File: src/rtl/lsu_pkg.sv
// Shared types and funct3 decoding for the RV32I load/store unit.
package lsu_pkg;

    typedef enum logic [1:0] {IDLE, REQ, WAIT, DONE} lsu_state_e;
    typedef enum logic [1:0] {SZ_B, SZ_H, SZ_W} mem_size_e;

    localparam logic [2:0] F3_LB  = 3'b000;
    localparam logic [2:0] F3_LH  = 3'b001;
    localparam logic [2:0] F3_LW  = 3'b010;
    localparam logic [2:0] F3_LBU = 3'b100;
    localparam logic [2:0] F3_LHU = 3'b101;

    function automatic logic f3_legal(input logic [2:0] f3);
        return f3 inside {F3_LB, F3_LH, F3_LW, F3_LBU, F3_LHU};
    endfunction

    // Size comes from the low bits; bit 2 only selects zero extension.
    function automatic mem_size_e f3_size(input logic [2:0] f3);
        case (f3[1:0])
            2'b00:   return SZ_B;
            2'b01:   return SZ_H;
            default: return SZ_W;
        endcase
    endfunction

endpackage

File: src/rtl/lsu_if.sv
// Data-memory valid/ready bus between the load/store unit and memory.
interface lsu_if;
    logic        req_valid;
    logic        req_ready;
    logic        we;
    logic [31:0] addr;
    logic [31:0] wdata;
    logic [3:0]  be;
    logic        rsp_valid;
    logic [31:0] rsp_rdata;

    modport master (
        output req_valid, we, addr, wdata, be,
        input  req_ready, rsp_valid, rsp_rdata
    );

    modport slave (
        input  req_valid, we, addr, wdata, be,
        output req_ready, rsp_valid, rsp_rdata
    );
endinterface

File: src/rtl/lsu_align.sv
// Combinational lane steering: store replication/byte enables, load extraction
// with sign/zero extension, and legality of the size/offset pair.
module lsu_align
    import lsu_pkg::*;
(
    input  logic [2:0]  funct3,
    input  logic [1:0]  addr_lo,
    input  logic [31:0] store_data,
    input  logic [31:0] rdata,
    output logic [31:0] wdata,
    output logic [3:0]  be,
    output logic [31:0] load_ext,
    output logic        illegal
);
    logic [31:0] shifted;
    logic        unaligned;

    assign shifted = rdata >> {addr_lo, 3'b000};

    always_comb begin
        // NOTE: every output gets a default first so no path can infer a latch.
        wdata     = store_data;
        be        = 4'b1111;
        load_ext  = shifted;
        unaligned = 1'b0;
        case (f3_size(funct3))
            SZ_B: begin
                wdata    = {4{store_data[7:0]}};
                be       = 4'b0001 << addr_lo;
                load_ext = funct3[2] ? {24'h0, shifted[7:0]}
                                     : {{24{shifted[7]}}, shifted[7:0]};
            end
            SZ_H: begin
                wdata     = {2{store_data[15:0]}};
                be        = 4'b0011 << addr_lo;
                load_ext  = funct3[2] ? {16'h0, shifted[15:0]}
                                      : {{16{shifted[15]}}, shifted[15:0]};
                unaligned = addr_lo[0];
            end
            default: unaligned = |addr_lo;
        endcase
        illegal = !f3_legal(funct3) || unaligned;
    end
endmodule

File: src/rtl/load_store_unit.sv
// Memory-stage load/store unit: drives the dmem bus, stalls the pipeline until
// the access completes and registers the extended load result for writeback.
module load_store_unit
    import lsu_pkg::*;
#(
    parameter int TIMEOUT = 255
) (
    input  logic        clk,
    input  logic        rst,
    input  logic        req_read,
    input  logic        req_write,
    input  logic [2:0]  funct3,
    input  logic [31:0] addr,
    input  logic [31:0] store_data,
    output logic        stall,
    output logic [31:0] mem_data,
    output logic        misaligned,
    output logic        bus_err,
    lsu_if.master       dmem
);
    localparam int CW = (TIMEOUT > 2) ? $clog2(TIMEOUT) : 1;
    localparam logic [CW-1:0] CNT_LAST = CW'((TIMEOUT > 0) ? TIMEOUT - 1 : 0);

    lsu_state_e    state, state_nxt;
    logic [31:0]   addr_q, wdata_q;
    logic [2:0]    f3_q;
    logic [3:0]    be_q;
    logic          we_q;
    logic [CW-1:0] cnt;

    logic          access, in_idle, timeout_hit;
    logic [2:0]    al_f3;
    logic [1:0]    al_off;
    logic [31:0]   al_wdata, al_load;
    logic [3:0]    al_be;
    logic          al_illegal;

    assign access      = req_read | req_write;
    assign in_idle     = (state == IDLE);
    assign timeout_hit = (TIMEOUT != 0) && (cnt == CNT_LAST);

    // Live inputs are steered while idle; the latched access is used afterwards.
    assign al_f3  = in_idle ? funct3 : f3_q;
    assign al_off = in_idle ? addr[1:0] : addr_q[1:0];

    lsu_align u_align (
        .funct3     (al_f3),
        .addr_lo    (al_off),
        .store_data (store_data),
        .rdata      (dmem.rsp_rdata),
        .wdata      (al_wdata),
        .be         (al_be),
        .load_ext   (al_load),
        .illegal    (al_illegal)
    );

    always_comb begin
        state_nxt = state;
        case (state)
            IDLE: if (access) state_nxt = al_illegal ? DONE : REQ;
            REQ: begin
                if (dmem.req_ready) state_nxt = we_q ? DONE : WAIT;
                else if (timeout_hit) state_nxt = DONE;
            end
            WAIT: if (dmem.rsp_valid || timeout_hit) state_nxt = DONE;
            default: state_nxt = IDLE;
        endcase
    end

    // NOTE: sequential state uses non-blocking assignments so every register
    // samples the pre-edge values regardless of statement order.
    always_ff @(posedge clk) begin
        if (!rst) state <= IDLE;
        else      state <= state_nxt;
    end

    always_ff @(posedge clk) begin
        if (!rst) begin
            addr_q     <= '0;
            wdata_q    <= '0;
            f3_q       <= '0;
            be_q       <= '0;
            we_q       <= 1'b0;
            cnt        <= '0;
            mem_data   <= '0;
            misaligned <= 1'b0;
            bus_err    <= 1'b0;
        end else begin
            misaligned <= 1'b0;
            bus_err    <= 1'b0;
            case (state)
                IDLE: if (access) begin
                    if (al_illegal) begin
                        misaligned <= 1'b1;
                        mem_data   <= '0;
                    end else begin
                        addr_q  <= addr;
                        f3_q    <= funct3;
                        we_q    <= req_write;
                        wdata_q <= al_wdata;
                        be_q    <= req_write ? al_be : 4'b1111;
                        cnt     <= '0;
                    end
                end
                REQ, WAIT: begin
                    cnt <= cnt + 1'b1;
                    if (state == WAIT && dmem.rsp_valid) begin
                        mem_data <= al_load;
                    end else if (timeout_hit && !(state == REQ && dmem.req_ready)) begin
                        bus_err  <= 1'b1;
                        mem_data <= '0;
                    end
                end
                default: ;
            endcase
        end
    end

    assign stall          = access && (state != DONE);
    assign dmem.req_valid = (state == REQ);
    assign dmem.we        = we_q;
    assign dmem.addr      = {addr_q[31:2], 2'b00};
    assign dmem.wdata     = wdata_q;
    assign dmem.be        = be_q;
endmodule

File: src/flat_wrapper.sv
// flat-port wrapper written by rule: the top's interface ports become plain ports
module load_store_unit_flat import lsu_pkg::*;
#(
    parameter int TIMEOUT = 255
)
  (clk, rst, req_read, req_write, funct3, addr, store_data, stall, mem_data, misaligned, bus_err, dmem_req_valid, dmem_we, dmem_addr, dmem_wdata, dmem_be, dmem_req_ready, dmem_rsp_valid, dmem_rsp_rdata);
  lsu_if dmem_i ();
  input  logic clk;
  input  logic rst;
  input  logic req_read;
  input  logic req_write;
  input  logic [2:0] funct3;
  input  logic [31:0] addr;
  input  logic [31:0] store_data;
  output logic stall;
  output logic [31:0] mem_data;
  output logic misaligned;
  output logic bus_err;
  output wire logic [$bits(dmem_i.req_valid)-1:0] dmem_req_valid;
  output wire logic [$bits(dmem_i.we)-1:0] dmem_we;
  output wire logic [$bits(dmem_i.addr)-1:0] dmem_addr;
  output wire logic [$bits(dmem_i.wdata)-1:0] dmem_wdata;
  output wire logic [$bits(dmem_i.be)-1:0] dmem_be;
  input wire logic [$bits(dmem_i.req_ready)-1:0] dmem_req_ready;
  input wire logic [$bits(dmem_i.rsp_valid)-1:0] dmem_rsp_valid;
  input wire logic [$bits(dmem_i.rsp_rdata)-1:0] dmem_rsp_rdata;
  assign dmem_req_valid = dmem_i.req_valid;
  assign dmem_we = dmem_i.we;
  assign dmem_addr = dmem_i.addr;
  assign dmem_wdata = dmem_i.wdata;
  assign dmem_be = dmem_i.be;
  assign dmem_i.req_ready = dmem_req_ready;
  assign dmem_i.rsp_valid = dmem_rsp_valid;
  assign dmem_i.rsp_rdata = dmem_rsp_rdata;
  load_store_unit #(.TIMEOUT(TIMEOUT)) u_core (.clk(clk), .rst(rst), .req_read(req_read), .req_write(req_write), .funct3(funct3), .addr(addr), .store_data(store_data), .stall(stall), .mem_data(mem_data), .misaligned(misaligned), .bus_err(bus_err), .dmem(dmem_i));
endmodule
File: config.mk
export PLATFORM = sky130hd
export DESIGN_NAME = load_store_unit_flat
export DESIGN_NICKNAME = d
export VERILOG_FILES = /design/src/rtl/lsu_pkg.sv /design/src/rtl/lsu_if.sv /design/src/rtl/lsu_align.sv /design/src/rtl/load_store_unit.sv /design/src/flat_wrapper.sv
export SDC_FILE = /design/constraint.sdc
export NUM_CORES = 1
export LEC_CHECK = 0
export BUFFER_PORTS_ARGS = -buffer_cell sky130_fd_sc_hd__buf_2
export CAP_MARGIN = 20
export CORE_MARGIN = 3
export CORE_UTILIZATION = 30
export CTS_CLUSTER_DIAMETER = 80
export DETAILED_ROUTE_END_ITERATION = 10
export PLACE_DENSITY = 0.53
export SETUP_SLACK_MARGIN = 0.5
export SLEW_MARGIN = 15
export SYNTH_ARGS = -nofsm -noshare
export SYNTH_HDL_FRONTEND = slang
export SYNTH_HIERARCHICAL = 1
export SYNTH_SLANG_ARGS = --single-unit
File: constraint.sdc
create_clock -name clk -period 6.1 [get_ports clk]
set_input_delay 0.305 -clock clk [delete_from_list [all_inputs] [get_ports clk]]
set_output_delay 0.305 -clock clk [all_outputs]
set_load 0.05 [all_outputs]
== After elaboration in Yosys (flattened, before gate mapping) ==
Index checks and enable logic that the tools add are counted.

* Add/sub/neg operators: 1
* Eq/ne operators: 16
* Shift operators: 3
* Mux-type cells: 27
* Bitwise operators: 4
* Reduce and logical (&&, ||, !) cells: 22

{| class="wikitable"
|+ Operators by type and width
! kind !! number
|-
| 32-bit 2-to-1 mux || 6
|-
| 32-bit case mux with 2 select lines || 3
|-
| 32-bit by 5-bit right shift with 32-bit output || 1
|-
| 8-bit 2-to-1 mux || 2
|-
| 8-bit case mux with 2 select lines || 1
|-
| 2-bit 2-to-1 mux || 6
|-
| 3-bit AND reduction || 4
|-
| 8-bit by 1-bit adder with 8-bit output (second input constant) || 1
|-
| 8-bit == test (second input constant) || 1
|-
| 4-bit case mux with 2 select lines || 1
|-
| 2-bit by 1-bit == test with 1-bit output (second input constant) || 3
|-
| 3-bit == test (second input constant) || 2
|-
| 2-bit logical NOT || 3
|-
| 2-bit inequality test (second input constant) || 3
|-
| 3-bit by 1-bit inequality test with 1-bit output (second input constant) || 2
|-
| 2-bit case mux with 3 select lines || 1
|-
| 5-bit nonzero test || 1
|-
| 1-bit logical AND || 4
|-
| 4-bit 2-to-1 mux || 1
|-
| 2-bit by 1-bit inequality test with 1-bit output (second input constant) || 2
|-
| 2-bit case mux with 2 select lines || 1
|-
| 4-bit AND reduction || 1
|-
| 2-bit OR reduction || 2
|-
| 1-bit by 2-bit left shift with 4-bit output (first input constant) || 1
|-
| other kinds (14) || 20
|}

* Register bits after elaboration: 116
* Bits of input ports: 105
* Output and inout bits: 105
* Logic and storage cells: 83

== Depth between registers and ports, before layout ==
Gate-level depths: netlist of the first run.

* Word-level depth: 10
* Mapped depth: 15
* Mapped depth without buffers: 9

== Modules after synthesis ==
Netlist of the first run, hierarchy kept.

{| class="wikitable"
|+ Modules (own cells, without submodules)
! module !! instances !! cells each !! area an instance (um^2) !! sequential area each (um^2)
|-
| load_store_unit || 1 || 503 || 4,609.4 || 2,322.2
|-
| lsu_align || 1 || 198 || 1,380.1 || 0.0
|}

== Worst setup path before layout of the first run ==
OpenSTA, ideal clock, no wires.

* Path kind: register to register
* Start point: reg u_core.state[0]
* End point: reg u_core.cnt[5]
* Setup time: 0.072 ns
* Arrival time: 3.257 ns
* Data required time: 6.028 ns
* Setup slack: 2.771 ns
* Stages on the path, launching flop included: 14
* Buffers on the path: 4
* Period minus slack after synthesis: 3.329 ns
* Path through: dfxtp_1 -> inv_1 -> ha_1 -> buf_2 -> buf_1 -> mux2_2 -> buf_2 -> clkbuf_1 -> o31a_1 -> o22a_1 -> o21bai_1 -> a21o_1 -> or4_1 -> a21oi_1

* Elaborated cells on any way between the ends: 26
* Those cells by class: 10 x eq/ne; 5 x mux; 11 x reduce/logical

{| class="wikitable"
|+ RTL lines
! element !! RTL line !! source
|-
| start, declared || load_store_unit.sv:24 || <nowiki>lsu_state_e state, state_nxt;</nowiki>
|-
| start signal, assigned || load_store_unit.sv:74 || <nowiki>else state <= state_nxt;</nowiki>
|-
| 2-bit logical NOT (*) || load_store_unit.sv:39 || <nowiki>assign in_idle = (state == IDLE);</nowiki>
|-
| 2-bit 2-to-1 mux (*) || load_store_unit.sv:44 || <nowiki>assign al_off = in_idle ? addr[1:0] : addr_q[1:0];</nowiki>
|-
| via u_core.al_off[0] || load_store_unit.sv:33 || <nowiki>logic [1:0] al_off;</nowiki>
|-
| 2-bit OR reduction || lsu_align.sv:40 || <nowiki>default: unaligned = |addr_lo;</nowiki>
|-
| 1-bit case mux with 2 select lines (*) || lsu_align.sv:26 || <nowiki>case (f3_size(funct3))</nowiki>
|-
| 1-bit logical OR (*) || lsu_align.sv:42 || <nowiki>illegal = !f3_legal(funct3) || unaligned;</nowiki>
|-
| via u_core.al_illegal || load_store_unit.sv:36 || <nowiki>logic al_illegal;</nowiki>
|-
| 2-bit inequality test (no line) (*) || n/a ||
|-
| 3-bit AND reduction (no line) (*) || n/a ||
|-
| end signal, assigned || load_store_unit.sv:106 || <nowiki>cnt <= cnt + 1'b1;</nowiki>
|-
| end, declared || load_store_unit.sv:29 || <nowiki>logic [CW-1:0] cnt;</nowiki>
|}

The timed path passes the listed nets; every way through them passes the cells marked *.
A chain may end at the register's enable or synchronous reset.

== Worst setup path in the final report of the first run ==
* Start point: reg u_core.state[0]
* End point: reg u_core.wdata_q[21] (netlist: u_core/dmem.wdata[21])

* Elaborated cells on any way between the ends: 21
* Those cells by class: 6 x eq/ne; 5 x mux; 1 x bitwise; 9 x reduce/logical

{| class="wikitable"
|+ RTL lines
! element !! RTL line !! source
|-
| 2-bit logical NOT (*) || load_store_unit.sv:39 ||
|-
| 2-bit 2-to-1 mux (*) || load_store_unit.sv:44 ||
|-
| via u_core.al_off[0] || load_store_unit.sv:33 ||
|-
| 2-bit OR reduction || lsu_align.sv:40 ||
|-
| 1-bit case mux with 2 select lines (*) || lsu_align.sv:26 ||
|-
| 1-bit logical OR (*) || lsu_align.sv:42 ||
|-
| via u_core.al_illegal || load_store_unit.sv:36 ||
|-
| 1-bit NOT (no line) (*) || n/a ||
|-
| 3-bit AND reduction (no line) (*) || n/a ||
|-
| end signal, assigned || load_store_unit.sv:100 || <nowiki>wdata_q <= al_wdata;</nowiki>
|-
| end, declared || load_store_unit.sv:25 || <nowiki>logic [31:0] addr_q, wdata_q;</nowiki>
|}

Marked as above.

==> results of run 1 <==
## how the worst max path moves through the flow
stage               slack, ps            start                    end  cells after the start
floorplan                2770  u_core/state[0]          u_core/cnt[5]                     13
global placement         2090  u_core/state[0]  u_core/dmem.wdata[11]                     10
detailed placement       2030  u_core/state[0]  u_core/dmem.wdata[21]                     10
CTS                      2030  u_core/state[0]  u_core/dmem.wdata[21]                     10
global route             1700  u_core/state[0]       u_core/addr_q[9]                     10
finish                   2050  u_core/state[0]  u_core/dmem.wdata[21]                     10
## state kept, by name (all words and copies together), names as in the netlist
register and cells:
u_core/addr_q 32, u_core/dmem.wdata 32, u_core/mem_data 32, u_core/cnt 8, u_core/dmem.be 4, u_core/f3_q 3, u_core/state 2, u_core/bus_err 1
u_core/dmem.we 1, u_core/misaligned 1
## cell type report
cell class                 count  area, sq um  area share [%]
timing repair buffer         212         1070            14.4
multi-input combinational    486         3110            41.6
sequential                   116         2320            31.1
inverter                       6         22.5           0.301
clock buffer                  21          450            6.03
antenna                        2         5.00          0.0670
clock inverter                10          156            2.09
tap                          265          332            4.44
## worst max-delay path, stage by stage, from the launching register on
cell and delay (ps):
dfxtp_1 330, inv_1 90, ha_1 600, mux2_2 700
o31a_1 390, o22a_1 250, nor2b_1 280, nor2b_4 660
buf_4 400, nand2_1 80, a21boi_0 160
## through the flow
step	instances	hold slack, ps
2_1_floorplan	702	441
3_3_place_gp	1085	450
3_5_place_dp	1085	454
4_1_cts	1116	124
5_1_grt	1118	124
6_report	1118	145
## power groups by stage
stage          Combinational, uW  Sequential, uW  Clock, uW
2_1_floorplan               1650            1360          0
5_1_grt                     2570            1060       1100
4_1_cts                     2380            1040       1070
6_report                    2370            1030       1040
3_3_place_gp                2390            1050          0
3_5_place_dp                2380            1050          0
## metal layers
layer | share of wire [%] | vias to the layer above | routed length, microns
li1 | - | 2649 | -
met1 | 45 | 2410 | 7960
met2 | 47 | 135 | 8230
met3 | 6.7 | 8 | 1180
met4 | 0.73 | 2 | 127
met5 | 0.074 | - | 13
## layout by cell type (no fill, tap or decap), types with 3 or more instances in the layout
cell type / n
a211oi_1: 11
a21boi_0: 68
a21oi_1: 17
a21oi_2: 7
a22o_1: 32
a2bb2oi_1: 7
buf_2: 207
buf_4: 5
bufinv_16: 4
clkbuf_1: 3
clkbuf_16: 17
clkinv_2: 4
dfxtp_1: 116
ha_1: 6
inv_1: 6
mux2_2: 22
mux2i_1: 15
nand2_1: 192
nand3_1: 9
nand3_2: 10
nor2_1: 15
nor2b_1: 13
o21ai_0: 12
o21bai_1: 3
o221a_2: 4
xnor2_1: 4
## cells in the mapped netlist, types with 2 or more instances
cell type,number
a211oi_1,11
a21boi_0,68
a21oi_1,17
a21oi_2,7
a22o_1,32
a2bb2oi_1,7
a41o_1,2
buf_1,4
buf_2,24
buf_4,41
buf_6,4
clkbuf_1,21
dfxtp_1,116
ha_1,6
inv_1,6
mux2_2,22
mux2i_1,15
nand2_1,192
nand3_1,9
nand3_2,10
nor2_1,15
nor2_2,2
nor2b_1,14
o21ai_0,12
o21ai_1,3
o21bai_1,3
o221a_2,4
o31ai_1,2
or3_1,2
or4_1,2
xnor2_1,4
## kinds of logic (layout without fill, tap and decap cells)
group           after synthesis  after routing
buf+inv                     100            249
mux                          38             38
xor+xnor                      4              4
compound gates              180            180
fa+ha+maj                     6              6
other cells                   1              4
simple gates                256            256
flops                       116            116
==> run summary, run 1 <==
Switching share of total power = 48.0%
Synth Area in Simple Gates = 18.9%
Required time worst endpoint = 6430 ps
Syn Inst Count = 701
GR peak layer = met2
Commonest register cell after synthesis = dfxtp_1
Initial Util = 30.7%
Synth Area in Compound Gates = 23.7%
I/O Buffers = 207
Clk pin slew, worst setup/hold paths = 50 ps
Yosys top cell area share = 38.8%
CTS tree = built
Util after Layout = 38.3%
Ys async rst share = 0%
CTS resizes = 0
Worst-skew pair later-pin latency = 410 ps
Leak = 0.00338 uW
P_int = 2310 uW
Fillers = 2058
EDFF count, synth = 0
Critical path type = register to register
Power per cell area = 595 mW/mm^2
Adder-Cell Fraction of Synth Area = 1.25%
Fin area = 0.00747 sq mm
Reg power frac = 23.3%
Arrival time worst endpoint = 4380 ps
GPL Wtd Cong = 0.808
Combinational share of power = 53.2%
Fmax = 247 MHz
Starting DRT DRC Count = 236
Worst min path class = input pin to register
Drt first pass iters = 4
Die H = 147 microns
TritonCTS buffer count = 17
Seq/Total Area, Yosys = 38.8%
CTS root buffer = clkbuf_16
DR DRC count = 0
Final period util = 66.3%
CTS Hold Buffers Added = 0
M1 GR Usage = 21.0%
Vias per cell = 4.65
Final worst slack = 2050 ps
Final HPWL DP = 12400 microns
Area of the die = 0.0217 sq mm
Maximum root-to-sink buffer count = 2
Worst hold stages = 3
Slew at the pin with the worst max-slew slack = 967 ps
Final hold violations = 0
Yosys warns = 6
Reg2Reg Launch Point = u_core/state[0]
Count of final setup violators = 0
Hold Path End = u_core/addr_q[18]
Vias in the first global route = 5012
Synth-to-layout area growth = 24.8%
Clk pwr share = 23.5%
Worst reg2reg path endpoint = u_core/dmem.wdata[21]
Pre-CTS setup slack = 2030 ps
RSZ-0062 raised after global routing = no
Syn avg cell area = 8.54 sq um
Post-synthesis mux area share = 6.89%
Element type at the critical path start = register
Vias = 5204
Run status = completed
Synthesized cell area = 0.00599 sq mm
Post-CTS Setup Repair Bufs = 0
Setup total negative slack = 0 ps
Top cells by area, synth = dfxtp_1 (39%), nand2_1 (12%), a21boi_0 (8.5%), buf_4 (5.1%), a22o_1 (4.7%)
Final min period = 4050 ps
Met2 Resource Use GR = 24.7%
Hold path startpoint = addr[18]
Synth cell types = 55
Slew Limit Fails = 0
IO Pins = 210
Post-synthesis register bit count = 116
Core footprint = 0.0195 sq mm
Slew headroom = 35.5%
Average wire per standard cell = 15.7 microns
Met3 usage = 5.37%
Die W = 147 microns
Global Route Usage Sum = 15.8%
Synth area leader = dfxtp_1
Net switching power = 2130 uW
Flop2flop setup slack = 2050 ps
H-Tree Depth = 4
Max cap viols = 0
First-pass GRT wire length = 27500 microns
Layout Nets = 950
DP Area = 0.00686 sq mm
Pin count of the biggest net entering global routing = 81
Worst Skew = 9.67 ps
WL final = 17500 microns
Tot Pwr = 4440 uW
Gr ovfl total = 0
Peak VDD IR = 0.000234 V
Crit path capture type = register
XOR/XNOR share of the synthesized area = 0.585%
Routed Antenna Nets = 0
Share of cells above drive strength 1 = 34.8%
Placement Rows = 51
Crit-path max FO = 44
Cells on worst reg2reg path = 10
Antenna violations before repair = 3
Largest family of logic cells by synthesized area = compound AO/OA/AOI/OAI gates
Clock sinks = 116
Note: power is estimated with default switching activity, not from simulation.
==> run 2: changes to the inputs <==
==> constraint.sdc (replaced) <==
create_clock -name clk -period 4.1 [get_ports clk]
set_input_delay 0.205 -clock clk [delete_from_list [all_inputs] [get_ports clk]]
set_output_delay 0.205 -clock clk [all_outputs]
set_load 0.05 [all_outputs]
==> run 2 against run 1 <==
Register-to-register slack worse by 1200 ps. Via count increased by 0.46%. Combinational power rose by 52%. Sequential share of layout area decreased by 0.14 points. Clock power grew 43%. Die area is the same. Largest cell class unchanged.
==> run summary, run 2 (same netlist as run 1, synthesis figures left out) <==
WL final = 17500 microns (+0.16%)
Clk pwr share = 22.5% (-1.0 points)
Antenna violations before repair = 2 (-1)
Placement Rows = 51 (unchanged)
Worst Skew = 8.35 ps (-1.31 ps)
Post-CTS Setup Repair Bufs = 0 (unchanged)
Reg power frac = 23.1% (-0.2 points)
P_int = 3420 uW (+48%)
Tot Pwr = 6630 uW (+49%)
Worst min path class = input pin to register
Count of final setup violators = 0 (unchanged)
Routed Antenna Nets = 0 (unchanged)
Final HPWL DP = 12300 microns (-0.33%)
Global Route Usage Sum = 15.9% (+0.095 points)
CTS Hold Buffers Added = 0 (unchanged)
Most common library cell in the layout ignoring fill and taps = buf_2
Pin count of the biggest net entering global routing = 81 (unchanged)
Net switching power = 3200 uW (+50%)
Maximum root-to-sink buffer count = 2 (unchanged)
Final period util = 78.8% (+12 points)
Critical path type = register to register
Run status = completed
Clk pin slew, worst setup/hold paths = 50 ps (about the same)
Slew at the pin with the worst max-slew slack = 750 ps (-217 ps)
Gr ovfl total = 0 (unchanged)
Fmax = 310 MHz (+25%)
H-Tree Depth = 4 (unchanged)
Average wire per standard cell = 15.6 microns (-0.37%)
CTS resizes = 0 (unchanged)
Final hold violations = 0 (unchanged)
Area of the die = 0.0217 sq mm (unchanged)
TritonCTS buffer count = 17 (unchanged)
Core footprint = 0.0195 sq mm (unchanged)
Vias = 5228 (+0.46%)
DR DRC count = 0 (unchanged)
Synth-to-layout area growth = 25.3%
Final min period = 3230 ps (-815 ps)
Required time worst endpoint = 4360 ps (-2070 ps)
Vias in the first global route = 5133 (+2.4%)
First-pass GRT wire length = 27800 microns (+1.2%)
I/O Buffers = 207 (unchanged)
Max cap viols = 0 (unchanged)
CTS root buffer = clkbuf_16
Arrival time worst endpoint = 3490 ps (-890 ps)
Element type at the critical path start = register
Share of cells above drive strength 1 = 35.3% (+0.53 points)
Peak VDD IR = 0.000350 V (+50%)
Setup total negative slack = 0 ps (unchanged)
Initial Util = 30.7% (unchanged)
Vias per cell = 4.65 (about the same)
Combinational share of power = 54.4% (+1.2 points)
Drt first pass iters = 6 (+2)
Slew headroom = 50.0% (+15 points)
RSZ-0062 raised after global routing = no
Power per cell area = 882 mW/mm^2 (+48%)
Layout Nets = 956 (+0.63%)
IO Pins = 210 (unchanged)
Slew Limit Fails = 0 (unchanged)
Crit path capture type = register
GPL Wtd Cong = 0.797 (-1.3%)
Leak = 0.00340 uW (+0.57%)
CTS tree = built
Worst-skew pair later-pin latency = 410 ps (about the same)
Die H = 147 microns (unchanged)
Most frequent cells in the layout = buf_2 (207), nand2_1 (192), dfxtp_1 (116)
Starting DRT DRC Count = 293 (+24%)
Switching share of total power = 48.4% (+0.39 points)
Crit-path max FO = 42 (-4.5%)
Clock sinks = 116 (unchanged)
Die W = 147 microns (unchanged)
run 2: metal layers:
metal	part of all wire, %	GRT usage (%)	vias to the layer above
met4	1.5	5.03	2
met5	0.074	0	-
li1	-	-	2654
met3	6.2	4.69	15
met2	46	24.8	134
met1	46	21.4	2423
run 2: power by group through the flow:
stage	clock network, uW	logic (uW)	registers [uW]
after floorplan	0	2460	2030
after global placement	0	3610	1560
after detailed placement	0	3620	1560
after CTS	1530	3620	1540
after global routing	1590	3930	1570
final	1490	3600	1530
run 2: critical path: stages (launching register included):
cell and delay [ps]:
dfxtp_1 330, inv_1 90, ha_1 210, buf_4 250, mux2_2 380, buf_4 270
o22a_1 320, o21bai_1 260, a21o_1 280, o21ai_1 570, nor2_1 120
run 2: stage by stage:
| stage | cell area (sq um) | hold WS [ps] | setup WS [ps] | util (%) | std cells |
|---|---|---|---|---|---|
| detailed placement | 6910 | 453 | 933 | 35.4 | 1091 |
| CTS | 7500 | 21.8 | 904 | 38.4 | 1123 |
| finish | 7510 | 46.3 | 869 | 38.4 | 1124 |
| global route | 7510 | 37.5 | 628 | 38.4 | 1124 |
| global placement | 6910 | 450 | 1000 | 35.4 | 1091 |
| floorplan | 5990 | 350 | 771 | - | 702 |
run 2: final cells by class:
cell class	instances	area, sq um
fill	2097	12000
clock inverter	12	156
timing repair buffer	218	1130
antenna	1	2.50
clock buffer	20	437
tap	265	332
sequential	116	2320
multi-input combinational	486	3100
inverter	6	22.5
run 2: worst paths after layout:
| kind | from | end | slack [ps] | depth (start not counted) |
|---|---|---|---|---|
| max reg2reg | u_core/state[0] | u_core/cnt[0] | 870 | 10 |
| max | u_core/state[0] | u_core/cnt[0] | 870 | 10 |
| min reg2reg | u_core/addr_q[30] | u_core/addr_q[30] | 460 | 2 |
| min | addr[5] | u_core/addr_q[5] | 50 | 3 |
==> run 3: changes to the inputs <==
--- a/config.mk
+++ b/config.mk
@@ -5,13 +5,14 @@
 export SDC_FILE = /design/constraint.sdc
 export NUM_CORES = 1
 export LEC_CHECK = 0
+export ABC_AREA = 1
 export BUFFER_PORTS_ARGS = -buffer_cell sky130_fd_sc_hd__buf_2
 export CAP_MARGIN = 20
 export CORE_MARGIN = 3
 export CORE_UTILIZATION = 30
 export CTS_CLUSTER_DIAMETER = 80
 export DETAILED_ROUTE_END_ITERATION = 10
-export PLACE_DENSITY = 0.53
+export PLACE_DENSITY = 0.52
 export SETUP_SLACK_MARGIN = 0.5
 export SLEW_MARGIN = 15
 export SYNTH_ARGS = -nofsm -noshare
==> constraint.sdc (replaced) <==
create_clock -name clk -period 3.4 [get_ports clk]
set_input_delay 0.17 -clock clk [delete_from_list [all_inputs] [get_ports clk]]
set_output_delay 0.17 -clock clk [all_outputs]
set_load 0.05 [all_outputs]
==> run 3 against run 2 <==
Global-route usage rose by 1.2 points. Fmax rose by 24%. Synthesized cell count rose by 36%. Cell area rose by 6.5%. Worst hold slack got worse by 32 ps. Critical path type unchanged. Count of clock-buffer cells in the layout rose by 1. Power rose by 46%. Utilization rose by 0.95 points.
==> run summary, run 3 <==
Run status = completed
Final worst slack = 785 ps (-84.0 ps)
Most common library cell in the layout ignoring fill and taps = nand2_1
Count of final setup violators = 0 (unchanged)
Net switching power = 5160 uW (+61%)
Cells on worst reg2reg path = 17 (+7)
Largest stage delay, worst path = 370 ps (-200 ps)
EDFF count, synth = 0 (unchanged)
Leak = 0.00403 uW (+18%)
Crit-path max FO = 14 (-67%)
Hold Path End = u_core/f3_q[0]
Synth area leader = dfxtp_1
Slew Limit Fails = 0 (unchanged)
Average wire per standard cell = 13.8 microns (-11%)
Seq/Total Area, Yosys = 37.3% (-1.5 points)
Yosys warns = 6 (unchanged)
RSZ-0062 raised after global routing = no
IO Pins = 210 (unchanged)
Reg2Reg Launch Point = u_core/state[0]
Layout Nets = 1238 (+29%)
Flop2flop setup slack = 790 ps (-80 ps)
Pin count of the biggest net entering global routing = 61 (-25%)
DR DRC count = 0 (unchanged)
TritonCTS buffer count = 17 (unchanged)
Core footprint = 0.0203 sq mm (+4.0%)
Die W = 150 microns (+1.9%)
Reg power frac = 22.1% (-1.0 points)
CP max stage cell = dfxtp_1
WL final = 19500 microns (+11%)
Peak VDD IR = 0.000537 V (+54%)
Worst-skew pair later-pin latency = 410 ps (about the same)
Clk pin slew, worst setup/hold paths = 60 ps (about the same)
GPL Wtd Cong = 0.825 (+3.5%)
Share of cells above drive strength 1 = 25.6% (-9.7 points)
Crit path capture type = register
Vias in the first global route = 6088 (+19%)
Final hold violations = 0 (unchanged)
Arrival time worst endpoint = 2920 ps (-570 ps)
Most frequent cell after synthesis = nand2_1
Worst path top cell family by delay = simple AND/OR/NAND/NOR gates
Multi-input gate area = 0.00310 sq mm (unchanged)
Clock sinks = 116 (unchanged)
Ys async rst share = 0% (unchanged)
Area of the die = 0.0225 sq mm (+3.8%)
Fmax = 382 MHz (+24%)
Slew headroom = 59.6% (+9.6 points)
Sequential Area = 0.00232 sq mm (unchanged)
Synth-to-layout area growth = 28.5%
Clk pwr share = 18.5% (-4.0 points)
Synth Area in Compound Gates = 12.5% (-11 points)
Post-synthesis mux area share = 0% (-6.9 points)
Worst reg2reg path endpoint = u_core/cnt[3]
Gr ovfl total = 0 (unchanged)
Synth cell types = 31 (-44%)
Most common cell on crit path = nor2_1
CTS root buffer = clkbuf_16
Final period util = 76.9% (-1.9 points)
Syn avg cell area = 6.52 sq um (-24%)
Worst min path class = input pin to register
Fillers = 2264 (+8.0%)
Synth Area in Simple Gates = 35.4% (+17 points)
Antenna violations before repair = 2 (unchanged)
Starting DRT DRC Count = 322 (+9.9%)
I/O Buffers = 207 (unchanged)
Global Route Usage Sum = 17.1% (+1.2 points)
Required time worst endpoint = 3700 ps (-660 ps)
Final min period = 2610 ps (-616 ps)
CTS tree = built
Commonest cells post-synth = nand2_1 (219), nor2_1 (197), dfxtp_1 (116)
Post-synthesis register bit count = 116 (unchanged)
Routed Antenna Nets = 0 (unchanged)
Die H = 150 microns (+1.9%)
Hold path startpoint = funct3[0]
H-Tree Depth = 4 (unchanged)
Tot Pwr = 9650 uW (+46%)
Worst hold stages = 3 (unchanged)
Number of buffer and inverter stages on the critical path = 5 (+2)
Switching share of total power = 53.5% (+5.1 points)
Setup total negative slack = 0 ps (unchanged)
Initial Util = 30.7% (about the same)
Final HPWL DP = 14000 microns (+14%)
Adder-Cell Fraction of Synth Area = 1.21% (-0.048 points)
Maximum root-to-sink buffer count = 2 (unchanged)
Vias per cell = 4.55 (-2.2%)
Crit-path cells = inv_1 -> ha_2 -> inv_2 -> nand2_1 -> nand2_1 -> inv_4 -> nand2_4 -> nor2_1 -> inv_1 -> nand3_1 -> nand2_1 -> inv_1 -> nor2_1 -> nand2_2 -> or2_2 -> nor2_1 -> nor2_1
Synthesized cell area = 0.00623 sq mm (+3.9%)
Critical Path Source = u_core/state[0]
Largest family of logic cells by synthesized area = simple AND/OR/NAND/NOR gates
Syn Inst Count = 955 (+36%)
Combinational share of power = 59.3% (+4.9 points)
Commonest register cell after synthesis = dfxtp_1
Top cells by area, synth = dfxtp_1 (37%), nand2_1 (13%), nor2_1 (12%), o21ai_0 (7.5%), nand3_1 (6.3%)
Most frequent cells in the layout = nand2_1 (217), buf_2 (207), nor2_1 (197)
Slew at the pin with the worst max-slew slack = 604 ps (-146 ps)
Placement Rows = 52 (+2.0%)
Yosys top cell area share = 37.3% (-1.5 points)
First-pass GRT wire length = 31000 microns (+12%)
Critical path type = register to register
Power per cell area = 1210 mW/mm^2 (+37%)
Drt first pass iters = 5 (-1)
P_int = 4490 uW (+31%)
XOR/XNOR share of the synthesized area = 0.141% (-0.44 points)
Max cap viols = 0 (unchanged)
Vias = 6420 (+23%)
Element type at the critical path start = register
Pre-CTS setup slack = 516 ps (-417 ps)
Worst Skew = 7.62 ps (-0.732 ps)
-- run 3: what timing repair did --
action / CTS / global route
hold endpoints to repair: 30 / 0
setup endpoints to repair: 0 / 84
setup buffers: 0 / 1
gates resized for setup: 0 / 9
hold buffers: 30 / 0
-- run 3: layout make-up --
class / count / share of cell area (%)
Multi-Input combinational cell: 693 / 38.8
Sequential cell: 116 / 29.0
Antenna cell: 1 / 0.0313
Timing Repair Buffer: 251 / 18.2
Clock buffer: 21 / 5.76
Clock inverter: 11 / 1.60
Tap cell: 270 / 4.22
Inverter: 48 / 2.32
-- run 3: cells by family (layout without fill, tap and decap cells) --
group / count (synthesis) / in the layout
AOI/OAI and AO/OA: 153 / 153
xor gates and xnor gates: 1 / 1
adders and majority gates: 6 / 6
buffers and inverters: 147 / 331
DFF: 116 / 116
other: 1 / 3
and+or+nand+nor: 531 / 531
-- run 3: power groups by stage --
| stage | sequential (uW) | combinational (uW) | clock (uW) |
|---|---|---|---|
| 3_3_place_gp | 2160 | 5670 | 0 |
| 5_1_grt | 2190 | 6330 | 1890 |
| 2_1_floorplan | 3100 | 3880 | 0 |
| 6_report | 2140 | 5720 | 1790 |
| 3_5_place_dp | 2150 | 5690 | 0 |
| 4_1_cts | 2140 | 5730 | 1830 |
-- run 3: worst max-delay path by stage --
stage,endpoint,slack (ps),cells after the start
floorplan,u_core/cnt[3],920,16
global placement,u_core/mem_data[16],640,16
detailed placement,u_core/cnt[3],520,18
CTS,u_core/mem_data[30],510,16
global route,u_core/cnt[7],510,18
finish,u_core/cnt[3],790,17
-- run 3: worst reg2reg max path: stages, from the launching register on --
cell and delay [ps]:
dfxtp_1 370, inv_1 80, ha_2 240, inv_2 160
nand2_1 70, nand2_1 130, inv_4 110, nand2_4 140
nor2_1 50, inv_1 60, nand3_1 140, nand2_1 170
inv_1 60, nor2_1 150, nand2_2 140, or2_2 310
nor2_1 100, nor2_1 50
-- run 3: stage by stage --
step | cell area (sq um) | std cells | utilization [%] | hold slack (ps)
after detailed placement | 7070 | 1347 | 34.8 | 399
after CTS | 7960 | 1409 | 39.2 | 2.24
after global routing | 8000 | 1410 | 39.4 | 31.7
after floorplan | 6230 | 956 | - | 298
final | 8000 | 1411 | 39.4 | 14.5
after global placement | 7070 | 1347 | 34.8 | 392
-- run 3: per-layer routing --
layer	routed length, microns	vias up	global-route usage (%)	share of wire, %
li1	-	3352	-	-
met4	255	4	4.94	1.3
met2	8910	176	27.3	46
met1	8950	2867	22.4	46
met5	21	-	0	0.11
met3	1380	21	5.33	7.1
